`config.mk`:
```
export PLATFORM = sky130hd
export DESIGN_NAME = iob_sync_pack_fifo
export DESIGN_NICKNAME = d
export VERILOG_FILES = /design/src/rtl/iob_sync_pack_fifo.sv
export SDC_FILE = /design/constraint.sdc
export NUM_CORES = 1
export LEC_CHECK = 0
export BUFFER_PORTS_ARGS = -buffer_cell sky130_fd_sc_hd__buf_2
export CAP_MARGIN = 30
export CORE_ASPECT_RATIO = 0.9
export CORE_MARGIN = 4
export CORE_UTILIZATION = 25
export DETAILED_ROUTE_END_ITERATION = 8
export GPL_ROUTABILITY_DRIVEN = 0
export HOLD_SLACK_MARGIN = 0.05
export SLEW_MARGIN = 20
export SYNTH_ARGS = -nofsm -noshare
export SYNTH_HDL_FRONTEND = slang
export SYNTH_SLANG_ARGS = --single-unit
```
`constraint.sdc`:
```
create_clock -name clk -period 4.1 [get_ports clk]
set_input_delay 0.82 -clock clk [delete_from_list [all_inputs] [get_ports clk]]
set_output_delay 0.82 -clock clk [all_outputs]
set_load 0.01 [all_outputs]
```
`src/rtl/iob_sync_pack_fifo.sv`:
```
// Narrow-write / wide-read synchronous FIFO: packs RATIO narrow words into one
// wide word held in a register-array store; flush commits a zero-padded partial word.
module iob_sync_pack_fifo #(
  parameter int unsigned W_DATA_W = 8,
  parameter int unsigned R_DATA_W = 32,
  parameter int unsigned R_ADDR_W = 4
) (
  input  logic                                    clk,
  input  logic                                    rst,
  input  logic [W_DATA_W-1:0]                     data_in,
  input  logic                                    write_en,
  output logic                                    full,
  input  logic                                    flush,
  input  logic                                    read_en,
  output logic [R_DATA_W-1:0]                     data_out,
  output logic                                    empty,
  output logic [R_ADDR_W:0]                       level,
  output logic [$clog2(R_DATA_W/W_DATA_W)-1:0]    pack_cnt
);

  localparam int unsigned RATIO = R_DATA_W / W_DATA_W;
  localparam int unsigned CNT_W = $clog2(RATIO);
  localparam int unsigned LVL_W = R_ADDR_W + 1;
  localparam int unsigned DEPTH = 2 ** R_ADDR_W;
  localparam logic [LVL_W-1:0] DEPTH_L = LVL_W'(DEPTH);
  localparam logic [CNT_W-1:0] CNT_MAX = CNT_W'(RATIO - 1);

  typedef enum logic {
    S_FILL,
    S_FLUSH
  } state_t;

  state_t                r_state;
  logic [R_DATA_W-1:0]   r_pack;
  logic [CNT_W-1:0]      r_cnt;
  logic [R_ADDR_W-1:0]   r_wptr;
  logic [R_ADDR_W-1:0]   r_rptr;
  logic [LVL_W-1:0]      r_level;
  logic                  r_empty;
  logic                  r_full;
  logic [R_DATA_W-1:0]   r_dout;
  logic [R_DATA_W-1:0]   r_mem [DEPTH];

  logic                  w_wr;
  logic                  w_rd;
  logic                  w_commit;
  logic [R_DATA_W-1:0]   w_pack_wr;
  logic [R_DATA_W-1:0]   w_pack_n;
  logic [CNT_W-1:0]      w_cnt_n;
  logic [LVL_W-1:0]      w_lvl_after_rd;
  logic [LVL_W-1:0]      w_level_n;
  state_t                w_state_n;

  assign w_wr = write_en & ~r_full;
  assign w_rd = read_en & ~r_empty;
  assign w_lvl_after_rd = r_level - LVL_W'(w_rd);

  // Packer/commit decision; the packer is cleared on every commit so unfilled
  // upper slices of a flushed word are already zero.
  always_comb begin
    w_pack_wr = r_pack;
    if (w_wr) w_pack_wr[W_DATA_W*int'(r_cnt) +: W_DATA_W] = data_in;
    w_commit  = 1'b0;
    w_pack_n  = r_pack;
    w_cnt_n   = r_cnt;
    w_state_n = r_state;
    case (r_state)
      S_FILL: begin
        if (w_wr && (r_cnt == CNT_MAX)) begin
          w_commit = 1'b1;
          w_pack_n = '0;
          w_cnt_n  = '0;
        end else begin
          if (w_wr) begin
            w_pack_n = w_pack_wr;
            w_cnt_n  = r_cnt + CNT_W'(1);
          end
          if (flush && ((r_cnt != '0) || w_wr)) begin
            if (w_lvl_after_rd < DEPTH_L) begin
              w_commit = 1'b1;
              w_pack_n = '0;
              w_cnt_n  = '0;
            end else begin
              w_state_n = S_FLUSH;
            end
          end
        end
      end
      S_FLUSH: begin
        if (r_level < DEPTH_L) begin
          w_commit  = 1'b1;
          w_pack_n  = '0;
          w_cnt_n   = '0;
          w_state_n = S_FILL;
        end
      end
      default: w_state_n = S_FILL;
    endcase
    w_level_n = r_level + LVL_W'(w_commit) - LVL_W'(w_rd);
  end

  // State, pointers, counters and registered flags.
  always_ff @(posedge clk) begin
    if (rst) begin
      r_state <= S_FILL;
      r_pack  <= '0;
      r_cnt   <= '0;
      r_wptr  <= '0;
      r_rptr  <= '0;
      r_level <= '0;
      r_empty <= 1'b1;
      r_full  <= 1'b0;
      r_dout  <= '0;
    end else begin
      r_state <= w_state_n;
      r_pack  <= w_pack_n;
      r_cnt   <= w_cnt_n;
      r_level <= w_level_n;
      r_empty <= (w_level_n == '0);
      r_full  <= (w_state_n == S_FLUSH) | ((w_level_n == DEPTH_L) & (w_cnt_n == CNT_MAX));
      if (w_commit) r_wptr <= r_wptr + R_ADDR_W'(1);
      if (w_rd) begin
        r_rptr <= r_rptr + R_ADDR_W'(1);
        r_dout <= r_mem[r_rptr];
      end
    end
  end

  // Wide-word store.
  always_ff @(posedge clk) begin
    if (!rst && w_commit) r_mem[r_wptr] <= (r_state == S_FLUSH) ? r_pack : w_pack_wr;
  end

  assign full     = r_full;
  assign empty    = r_empty;
  assign level    = r_level;
  assign pack_cnt = r_cnt;
  assign data_out = r_dout;

endmodule

```
* Yosys cells after proc, flatten, opt, wreduce, memory -nomap -nowiden
Memories as Yosys holds them, arrays and structs flattened. A register that Yosys moved wholly into a read port is not among the register bits.
Index checks and enable logic that the tools add are counted.
** Cells by class
- Add/subtract/negate cells :: 7
- Magnitude comparators :: 2
- Equal/unequal tests :: 4
- Shifts and indexed selects :: 2
- Muxes and demuxes :: 27
- Bitwise gates (word level) :: 7
- Reduce and logical (&&, ||, !) cells :: 7
** Operators with widths (number)
- 2-to-1 mux 32 bit :: 7
- case mux 32 bit (2 select lines) :: 1
- negator 5 -> 34 bit :: 1
- variable shift 8 x 34 -> 32 bit (first input constant) :: 1
- variable part select 8 x 34 -> 32 bit :: 1
- bitwise mux 32 bit :: 1
- less-than comparator 5 bit (second input constant) :: 2
- 2-to-1 mux 1 bit :: 10
- 2-to-1 mux 2 bit :: 5
- subtractor 5 x 1 -> 5 bit :: 2
- adder 4 x 1 -> 4 bit (second input constant) :: 2
- adder 5 x 1 -> 5 bit :: 1
- == test 5 bit (second input constant) :: 1
- logical NOT 5 bit :: 1
- == test 2 bit (second input constant) :: 2
- case mux 1 bit (2 select lines) :: 2
- case mux 2 bit (2 select lines) :: 1
- bitwise AND 1 bit :: 3
- logical AND 1 bit :: 3
- NOT 1 bit :: 3
- adder 2 x 1 -> 2 bit (second input constant) :: 1
- inequality test 2 x 1 -> 1 bit (second input constant) :: 1
- nonzero test 2 bit :: 1
- logical NOT 1 bit :: 1
- other kinds (2) :: 2
** Storage, ports and cells
- Register bits after elaboration :: 50
- Memory bits (writable) :: 512
- Input port bits :: 13
- Output and inout port bits :: 41
- Word-level logic and storage cells :: 65
- Memories :: 1
** Memories
- r_mem :: depth 16, width 32, read ports 1, clocked after memory_dff 1, write ports 1, RTL line 42 : logic [R_DATA_W-1:0] r_mem [DEPTH];

* Depth between registers and ports, before layout
- Depth after elaboration :: 13
- Gate-level depth with buffers :: 17
- Gate-level depth less buffers :: 16

* Worst setup path after synthesis
No wires, ideal clock.
- Path kind :: input -> register
- Start :: input write_en
- End :: memory r_mem[11][0], enable pin
- Arrival time :: 3.255 ns
- Required time :: 3.679 ns
- Setup slack :: 0.424 ns
- Stages on the path :: 7
- Cell sequence :: nor2b_1 > buf_2 > a21o_1 > a31o_2 > clkbuf_1 > nand4b_1 > nor2_1
** On the way
- Longest elaborated chain between the ends :: 9
- Elaborated cells on any way between the ends :: 10
** RTL lines
- start, declared :: RTL line 11 : input logic write_en,
- bitwise AND 1 bit * :: RTL line 54 : assign w_wr = write_en & ~r_full;
- logical OR 1 bit :: RTL line 78 : if (flush && ((r_cnt != '0) || w_wr)) begin
- logical AND 1 bit :: RTL line 78
- 2-to-1 mux 1 bit :: RTL line 78
- 2-to-1 mux 1 bit * :: RTL line 69 : if (w_wr && (r_cnt == CNT_MAX)) begin
- case mux 1 bit (2 select lines) * :: RTL line 67 : case (r_state)
- logical AND 1 bit * :: RTL line 131 : if (!rst && w_commit) r_mem[r_wptr] <= (r_state == S_FLUSH) ? r_pack : w_pack_wr;
- 2-to-1 mux 1 bit * (2 in a row) :: RTL line 131
- end, declared :: RTL line 42
Mark *: on every way between the ends. The rest lies on a longest branch, timed or not.

* Worst setup path after layout
- Start :: register r_cnt[0] (netlist: pack_cnt[0])
- End :: register r_empty (netlist: empty)
** On the way
- Longest elaborated chain between the ends :: 9
- Elaborated cells on any way between the ends :: 11
** RTL lines
- start, declared :: RTL line 35 : logic [CNT_W-1:0] r_cnt;
- start signal, assigned :: RTL line 117 : r_cnt <= w_cnt_n;
- nonzero test 2 bit :: RTL line 78
- logical OR 1 bit :: RTL line 78
- logical AND 1 bit :: RTL line 78
- 2-to-1 mux 1 bit :: RTL line 78
- 2-to-1 mux 1 bit * :: RTL line 69
- case mux 1 bit (2 select lines) * :: RTL line 67
- adder 5 x 1 -> 5 bit * :: RTL line 99 : w_level_n = r_level + LVL_W'(w_commit) - LVL_W'(w_rd);
- subtractor 5 x 1 -> 5 bit * :: RTL line 99
- logical NOT 5 bit * :: RTL line 119 : r_empty <= (w_level_n == '0);
- end signal, assigned :: RTL line 119
- end, declared :: RTL line 39 : logic r_empty;
Marks and branches as above.
A chain may end at the register's enable or synchronous reset.

==> impl_metrics.toml <==
[status]
status = "completed"

[clocking]
clkSinkCount = 594
cts_buffers = 59
worstSkewPairLatency_ps = 610
cts_tree = "yes"
cts-resized-gates = 0
postCtsHoldBufs = 0
htree_levels = 2
cts_setup_buffers = 0
path_clk_slew_ps = 60
cts_buffer_depth = 3
cts-root-buf = "clkbuf_16"

[synth]
synth_xor_area_share_pct = 0.265
syn_area_um2 = 23100
synthSimpleGateAreaFrac_pct = 3.55
synth-compound-area-share_pct = 3.21
synth_fp_nets = 1238
synth_cell_types = 49
ys_ff_latch = 594
yosysTopAreaCell = "edfxtp_1"
synthAdderAreaFrac_pct = 0.952
synth_top_family_by_area = "multiplexers"
synth_cells = 1208
synth_area_leaders = "edfxtp_1 66%, mux4_2 16%, dfxtp_1 7.1%, nand2_1 1.4%, ha_1 0.87%"
synth-main-ff-cell = "edfxtp_1"
synthMuxAreaShare_pct = 16.0
syn_avg_cell_area_um2 = 19.1
seq_area_frac_synth_pct = 73.6
async_flop_share_pct = 0
synth-edff-count = 512
yosysWarnings = 0
yosysTopAreaCellShare_pct = 66.5
netlist_top_cells_count = "512 x edfxtp_1, 160 x mux4_2, 88 x nand2_1, 82 x dfxtp_1, 53 x inv_1"
synth_most_common_cell = "edfxtp_1"

[global_routing]
track_usage_pct = 10.9
grt_pass1_wl_um = 79700
grt_overflow = 0
antenna_found_initial = 1
grt_start_max_net_pins = 46
grt_pass1_vias = 12100

[critical_path]
worstPathMaxFanout = 9
slowest_stage = "dfxtp_1"
worstPathArrival_ps = 3990
critical_path_required_ps = 4600
slowest_delay_ps = 480
startpoint_type = "flip-flop"
crit_chain = "inv_1, ha_1, a21boi_1, a31o_2, nand2_1, ha_1, inv_1, ha_1, inv_1, fa_1, nor2b_1, o21bai_1, nand3_1, nor3b_1, o21ba_2"
end_kind = "flip-flop"
path_class = "reg2reg"

[route]
wl_per_cell_um = 20.4
viasPerCell = 4.42
num_vias = 11500
first_pass_iters = 7
drt_iter0_drc = 1069
ant_nets = 0
wl_um = 53000
drc_errors = 0

[floorplanning]
die_area_um2 = 97400
initial_core_util_pct = 25.3
top_level_ports = 54
coreArea_um2 = 91400
die_h_um = 297
rows = 105
die_w_um = 329

[sta]
setup_ws_ps = 601
fin_worst_skew_ps = 16.1
final.period_utilization_pct = 85.3
max_freq_ghz = 0.286
tightestPinTransition_ps = 888
setup_violations = 0
drv_slew = 0
maxSlewHeadroom_pct = 40.8
fin_tns_setup_ps = 0
fin_crit_ps = 3500
hold_violations = 0
rsz0062_at_grt = "false"

[finish]
n_fill_cell = 8924
nets = 1349
multiInputGateArea_um2 = 5680
synthToLayoutAreaGrowth_pct = 18.6
drive_above_1_share_pct = 29.5
regArea_um2 = 17000

[placement]
hpwl_um = 31200
io_buffers = 53
pre_cts_ws_ps = 417

[flow_run]
cap_violations = 0

[pwr]
leakagePower_nw = 8.57
vdd_ir_drop_max_uv = 368
power.density_nw_per_um2 = 546

[worst_hold_path]
holdCritPathClass = "reg2reg"
==> path summary, 6_finish.rpt <==
| path | start | end | slack [ps] | cells after the start |
|---|---|---|---|---|
| setup / recovery | pack_cnt[0] | empty | 600 | 15 |
| hold / removal | data_out[22] | data_out[22] | 440 | 2 |
| setup reg to reg | pack_cnt[0] | empty | 600 | 15 |
| hold reg to reg | data_out[22] | data_out[22] | 440 | 2 |
==> per-layer routing <==
metal / track usage [%] / part of all wire, % / wire length (µm)
met2: 16.8 / 45 / 24100
met4: 2.48 / 1.8 / 929
met5: 0 / 0 / 0
met1: 15.7 / 46 / 24300
met3: 2.46 / 7.0 / 3690
==> power by group <==
part	internal [mW]	switching (mW)	leakage (nW)
logic	1.03	1.25	2.21
clock network	3.49	2.23	1.01
registers	6.81	0.179	5.35
==> flip-flops by register name (all words and copies together), names as in the netlist <==
signal,flops
r_rptr,4
r_state,1
r_pack,32
r_wptr,4
empty,1
data_out,32
level,5
pack_cnt,2
r_mem,512
full,1
==> layout by cell type, fill, tap and decap left out, types with 4 or more instances in the layout <==
cell       instances
edfxtp_1         512
mux4_2           160
nand2_1           88
dfxtp_1           78
clkbuf_16         61
buf_2             54
inv_1             53
buf_4             46
o21ai_1           33
o21ai_0           27
nor2_1            17
nor2_4            17
ha_1              16
clkbuf_1          14
buf_12            13
a21oi_1           12
o32ai_1           12
nand2b_1          11
bufinv_16         10
nor2b_1            9
nand3_1            9
a22o_1             8
mux2_2             8
and2_1             8
a22oi_1            8
inv_2              8
clkinv_1           8
clkbuf_8           8
o31ai_1            6
clkinv_2           6
and3_1             4
xor2_1             4
==> cells by family after synthesis <==
logic type | count (synthesis)
adders and majority gates | 17
muxes | 169
AOI/OAI and AO/OA | 119
DFF | 594
buffers and inverters | 124
xor gates and xnor gates | 7
and+or+nand+nor | 178
==> worst max-delay path, delay by kind of cell, from the launching register on <==
family,cells,cell delay [ps]
DFF,1,480
AOI/OAI and AO/OA,4,880
buffers and inverters,3,310
adders and majority gates,4,1120
and+or+nand+nor,4,600
==> cell type report <==
| type | count | area share [%] |
|---|---|---|
| antenna | 1 | 0.00912 |
| sequential | 594 | 62.1 |
| tap | 1230 | 5.61 |
| inverter | 61 | 0.835 |
| clock inverter | 28 | 1.44 |
| clock buffer | 83 | 6.16 |
| multi-input combinational | 490 | 20.7 |
| timing repair buffer | 113 | 3.19 |
==> through the flow <==
stage | hold slack (ps) | power, mW | area, µm² | util [%] | std cells
floorplan | 430 | 8.72 | 23100 | - | 1208
global placement | 432 | 9.40 | 25300 | 27.7 | 2487
detailed placement | 435 | 9.46 | 25300 | 27.7 | 2487
CTS | 443 | 15.2 | 27400 | 30.0 | 2598
global route | 468 | 15.6 | 27400 | 30.0 | 2599
finish | 440 | 15.0 | 27400 | 30.0 | 2600
Note: power is estimated with default switching activity, not from simulation.
